<file path="src/rtl/kplic_reg_arbiter.sv">
// Round-robin arbiter that gives the KPLIC register port to either the core or the debug bus,
// one strobe per access. Optional grant locking is enabled by defining KPLIC_ARB_LOCK_EN.

`ifndef KPLIC_DATA_WIDTH
`define KPLIC_DATA_WIDTH 32
`endif

module kplic_reg_arbiter #(
  parameter int unsigned ADDR_W   = 12,
  parameter int unsigned DATA_W   = `KPLIC_DATA_WIDTH,
  parameter int unsigned LOCK_MAX = 8
) (
  input  logic              kplic_clk,
  input  logic              kplic_rstn,

  input  logic              rq0_valid,
  output logic              rq0_ready,
  input  logic              rq0_write,
  input  logic [ADDR_W-1:0] rq0_addr,
  input  logic [DATA_W-1:0] rq0_wdata,
  input  logic              rq0_lock,
  output logic              rsp0_valid,
  input  logic              rsp0_ready,
  output logic [DATA_W-1:0] rsp0_rdata,

  input  logic              rq1_valid,
  output logic              rq1_ready,
  input  logic              rq1_write,
  input  logic [ADDR_W-1:0] rq1_addr,
  input  logic [DATA_W-1:0] rq1_wdata,
  input  logic              rq1_lock,
  output logic              rsp1_valid,
  input  logic              rsp1_ready,
  output logic [DATA_W-1:0] rsp1_rdata,

  output logic              valid_reg_read,
  output logic              valid_reg_write,
  output logic [ADDR_W-1:0] addr,
  output logic [DATA_W-1:0] write_data,
  input  logic [DATA_W-1:0] read_data,
  input  logic              read_data_valid
);

  typedef enum logic [1:0] {StIdle, StIssue, StResp} state_e;

  state_e            state_q;
  logic              owner_q;
  logic              is_write_q;
  logic              rr_last_q;
  logic [DATA_W-1:0] rdata_q;

  logic              gnt_valid;
  logic              gnt_id;
  logic              sel_write;
  logic [ADDR_W-1:0] sel_addr;
  logic [DATA_W-1:0] sel_wdata;
  logic              sel_lock;

`ifdef KPLIC_ARB_LOCK_EN
  localparam int unsigned CntW = $clog2(LOCK_MAX + 1);

  logic            lock_act_q;
  logic            lock_own_q;
  logic [CntW-1:0] lock_cnt_q;
  logic [CntW-1:0] lock_cnt_nxt;
`else
  localparam int unsigned UnusedLockMax = LOCK_MAX;
  logic unused_lock;
  assign unused_lock = rq0_lock ^ rq1_lock;
`endif

  // Arbitration is only live in idle; the loser always sees ready low.
  always_comb begin
    gnt_valid = 1'b0;
    gnt_id    = 1'b0;
    if (state_q == StIdle) begin
      if (rq0_valid && rq1_valid) begin
        gnt_valid = 1'b1;
        gnt_id    = ~rr_last_q;
      end else if (rq0_valid) begin
        gnt_valid = 1'b1;
        gnt_id    = 1'b0;
      end else if (rq1_valid) begin
        gnt_valid = 1'b1;
        gnt_id    = 1'b1;
      end
`ifdef KPLIC_ARB_LOCK_EN
      // A held lock overrides round-robin: only the lock owner may be granted.
      if (lock_act_q) begin
        gnt_id    = lock_own_q;
        gnt_valid = lock_own_q ? rq1_valid : rq0_valid;
      end
`endif
    end
  end

  assign rq0_ready = gnt_valid & ~gnt_id;
  assign rq1_ready = gnt_valid & gnt_id;

  assign sel_write = gnt_id ? rq1_write : rq0_write;
  assign sel_addr  = gnt_id ? rq1_addr  : rq0_addr;
  assign sel_wdata = gnt_id ? rq1_wdata : rq0_wdata;
  assign sel_lock  = gnt_id ? rq1_lock  : rq0_lock;

`ifdef KPLIC_ARB_LOCK_EN
  always_comb begin
    if (lock_act_q && (lock_own_q == gnt_id)) begin
      lock_cnt_nxt = lock_cnt_q + CntW'(1);
    end else begin
      lock_cnt_nxt = CntW'(1);
    end
  end
`else
  logic unused_sel_lock;
  assign unused_sel_lock = sel_lock;
`endif

  assign rsp0_rdata = rdata_q;
  assign rsp1_rdata = rdata_q;

  always_ff @(posedge kplic_clk or negedge kplic_rstn) begin
    if (!kplic_rstn) begin
      state_q         <= StIdle;
      owner_q         <= 1'b0;
      is_write_q      <= 1'b0;
      rr_last_q       <= 1'b1;
      rdata_q         <= '0;
      rsp0_valid      <= 1'b0;
      rsp1_valid      <= 1'b0;
      valid_reg_read  <= 1'b0;
      valid_reg_write <= 1'b0;
      addr            <= '0;
      write_data      <= '0;
`ifdef KPLIC_ARB_LOCK_EN
      lock_act_q      <= 1'b0;
      lock_own_q      <= 1'b0;
      lock_cnt_q      <= '0;
`endif
    end else begin
      // Strobes default low so each accept yields exactly one pulse.
      valid_reg_read  <= 1'b0;
      valid_reg_write <= 1'b0;
      case (state_q)
        StIdle: begin
          if (gnt_valid) begin
            owner_q         <= gnt_id;
            is_write_q      <= sel_write;
            addr            <= sel_addr;
            write_data      <= sel_wdata;
            valid_reg_read  <= ~sel_write;
            valid_reg_write <= sel_write;
            state_q         <= StIssue;
`ifdef KPLIC_ARB_LOCK_EN
            if (sel_lock && (lock_cnt_nxt < CntW'(LOCK_MAX))) begin
              lock_act_q <= 1'b1;
              lock_own_q <= gnt_id;
              lock_cnt_q <= lock_cnt_nxt;
            end else begin
              lock_act_q <= 1'b0;
              lock_cnt_q <= '0;
            end
`endif
          end
        end
        StIssue: begin
          rdata_q    <= (!is_write_q && read_data_valid) ? read_data : '0;
          rsp0_valid <= ~owner_q;
          rsp1_valid <= owner_q;
          state_q    <= StResp;
        end
        StResp: begin
          if (owner_q ? rsp1_ready : rsp0_ready) begin
            rsp0_valid <= 1'b0;
            rsp1_valid <= 1'b0;
            rr_last_q  <= owner_q;
            state_q    <= StIdle;
          end
        end
        default: state_q <= StIdle;
      endcase
    end
  end

endmodule

</file>
<file path="config.mk">
export PLATFORM = sky130hd
export DESIGN_NAME = kplic_reg_arbiter
export DESIGN_NICKNAME = d
export VERILOG_FILES = /design/src/rtl/kplic_reg_arbiter.sv
export SDC_FILE = /design/constraint.sdc
export NUM_CORES = 1
export LEC_CHECK = 0
export ABC_AREA = 1
export CORE_MARGIN = 4
export CORE_UTILIZATION = 29
export DETAILED_ROUTE_END_ITERATION = 16
export PLACE_DENSITY_LB_ADDON = 0.3
export SLEW_MARGIN = 25
export SYNTH_ARGS = -nofsm -noshare
export SYNTH_HDL_FRONTEND = slang
export SYNTH_SLANG_ARGS = --single-unit
</file>
<file path="constraint.sdc">
create_clock -name kplic_clk -period 1.5 [get_ports kplic_clk]
set_input_delay 0.15 -clock kplic_clk [delete_from_list [all_inputs] [get_ports kplic_clk]]
set_output_delay 0.15 -clock kplic_clk [all_outputs]
set_load 0.03 [all_outputs]
</file>
==> impl_metrics.csv <==
group,metric,value,unit
yosys,synth.top_cell.area_share,47.3,%
clock_tree,cts_tree,"done",
timing,final.setup.worst_slack,-0.0259,ns
hold_path,hold_path_class,"input pin to async pin",
run_status,run_status,"complete, but fails checks",
yosys,syn_nets,725,
route,ant_nets,0,
run_status,failed_checks,"setup timing",
final_layout,drive_gt1_share,6.30,%
yosys,synth_area_leader_cell,"dfrtp_1",
placement,dp.final_hpwl,10600,um
clock_tree,clockRootBuffer,"clkbuf_16",
global_routing,grt-ovfl-total,0,
critical_path,crit_chain,"nand2_4, nand3_4, clkinvlp_4, nor2_4, buf_6",
power,ir_drop,0.824,mV
placement,place.gp.congestion,0.767,
power,pwr-share-clk,15.0,%
critical_path,cp_data_arrival_time,1.38,ns
final_layout,fin_util,47.7,%
yosys,yosys.area_share.simple,27.4,%
power,p_comb_share,57.7,%
final_layout,layout_common_cells,"nand2_1 (175), inv_1 (129), clkdlybuf4s50_1 (126)",
timing,worst_pin_slew,0.355,ns
yosys,synth-compound-area-share,4.25,%
global_routing,grt_max_degree,46,
run,cap_violations,0,
floorplanning,core_area,15100,sq um
route,drc_errors,0,
critical_path,slowest_stage,"dfstp_2",
global_routing,grt_pass1_vias,4142,
timing,min_period,1.53,ns
global_routing,grt.total_usage,16.4,%
floorplanning,die_w,132,um
global_routing,grt_pass1_wl,23000,um
route,wl_per_cell,14.4,um
clock_tree,numCtsBuffers,9,
power,seqPwrFrac,27.2,%
placement,port-buffer-count,242,
route,via_count,4445,
yosys,synth_top_family_by_area,"simple AND/OR/NAND/NOR gates",
final_layout,insertedDiodeCount,0,
yosys,ys_warn_count,0,
floorplanning,io_pins,245,
clock_tree,clk_path_buf_depth,2,
placement,place_inst,976,
critical_path,path_max_fanout,2,
clock_tree,clk_pin_slew_worst_paths,0.07,ns
power,pwr_density_cell,2060,nW/um^2
route,first_pass_iters,4,
yosys,synth_xor_area_share,0,%
timing,finalClockSkew,0.00564,ns
power,internal_power,7.60,mW
critical_path,start_kind,"flip-flop",
placement,pre_cts_ws,-0.0568,ns
power,p_sw_share,48.7,%
critical_path,crit_path_max_incr_delay,0.56,ns
power,cellLeakagePower,4.07,nW
route,drt-initial-drc-count,230,
final_layout,finalNonFillerCells,998,
yosys,yosys-top-cells-area,"dfrtp_1 (47%), nand2_1 (15%), inv_1 (11%)",
yosys,synthAdderAreaFrac,0,%
yosys,synth-seq-cells,85,
floorplanning,die_h,132,um
timing,tns,-0.0259,ns
timing,slew_violations,0,
timing,hold_viol_final,0,
power,p_total,14.8,mW
route,vias_per_cell,4.45,
yosys,synth.distinct_cells,18,
yosys,muxShareOfSynthArea,0,%
final_layout,final_common_cell,"nand2_1",
critical_path,path_buf_inv,2,
yosys,netlist_area,4450,sq um
critical_path,crit_family,"flip-flops",
final_layout,area_delta_synth_final,61.9,%
final_layout,fillers,1559,
yosys,synth-seq-area-share,47.8,%
power,power_switching,7.23,mW
clock_tree,clock_sinks,85,
floorplanning,dieArea,17400,sq um
clock_tree,cts_htree_levels,3,
timing,finalCritPeriodShare,102,%
timing,maxSlewHeadroom,76.4,%
route,wl,14400,um
clock_tree,clk_latency,0.34,ns
global_routing,antenna_found_initial,0,
yosys,synthCells,594,
final_layout,nets,936,
critical_path,worst-setup-path-type,"flip-flop to output pin",
floorplanning,start_util,29.5,%
floorplanning,rows,45,
timing,fmax,655,MHz
timing,rsz0062_at_grt,"true",
yosys,synth_area_per_cell,7.49,sq um
critical_path,crit_required,1.35,ns
critical_path,critical_path.endpoint_type,"output pin",
timing,setup_viol,1,
-- per-layer routing --
layer	vias up	share of wire, %	track usage (%)
li1	2206	-	-
met5	-	0	0
met3	16	7.3	4.66
met2	170	50	28.3
met4	0	1.4	4.96
met1	2053	42	19.9
-- Yosys cell counts --
cell	n
nand2_1	176
buf_2	11
nor2_2	1
o21ai_0	35
clkbuf_1	18
dfstp_2	1
nand3_1	48
nand3b_1	1
nand4_1	45
a21oi_1	1
dfrtp_1	84
inv_1	130
o21ai_2	1
nor2_1	2
buf_4	34
nand3_2	1
nand2_2	1
buf_6	4
-- through the flow --
step	hold WS, ns	area [sq um]
final	0.183	7200
after global routing	0.184	7200
after CTS	0.172	7170
after detailed placement	0.00294	6970
after global placement	-0.000286	6970
after floorplan	-0.146	4470
-- cell type report --
cell class / instances / area [sq um] / share of cell area (%)
Clock inverter: 5 / 61.3 / 0.851
Sequential cell: 85 / 2130 / 29.6
Multi-Input combinational cell: 312 / 1450 / 20.1
Clock buffer: 11 / 233 / 3.23
Tap cell: 188 / 235 / 3.27
Inverter: 130 / 492 / 6.83
Timing Repair Buffer: 267 / 2600 / 36.2
-- final timing paths --
kind	startpoint	to	slack, ns	cells after the start
max in group asynchronous	kplic_rstn	rr_last_q$_DFFE_PN1P_	0.74	3
min in group kplic_clk	read_data[30]	rsp0_rdata[30]$_DFFE_PN0P_	0.37	3
max reg2reg	state_q[1]$_DFFE_PN0P_	is_write_q$_DFFE_PN0P_	0.04	8
min reg2reg	write_data[25]$_DFFE_PN0P_	write_data[25]$_DFFE_PN0P_	0.47	2
min	kplic_rstn	rsp0_rdata[8]$_DFFE_PN0P_	0.18	2
max	rr_last_q$_DFFE_PN1P_	rq0_ready	-0.03	5
-- sequential cells by signal (all words and copies together), names as in the netlist --
name,flops
is_write_q,1
state_q,2
owner_q,1
addr,12
valid_reg_read,1
write_data,32
rsp0_valid,1
rsp0_rdata,32
rsp1_valid,1
rr_last_q,1
valid_reg_write,1
-- kinds of logic after synthesis --
group / count (synthesis)
AOI/OAI and AO/OA: 37
DFF: 85
buffers and inverters: 197
and+or+nand+nor: 275
-- timing repair --
item / 4_1_cts / 5_1_grt
pin swaps: 1 / 2
hold buffers: 1 / 0
buffers inserted: 3 / 2
resized for setup: 115 / 5
endpoints found under the hold margin: 84 / 0
endpoints found under the setup margin: 114 / 24
-- power groups by stage --
stage	combinational [mW]	sequential, mW	clock, mW
after floorplan	3.76	6.00	0
after global placement	9.37	4.11	0
after detailed placement	9.44	4.14	0
after CTS	8.60	4.06	2.31
after global routing	9.24	4.19	2.42
final	8.56	4.04	2.23
No activity file was read; power rests on OpenSTA's default activity.
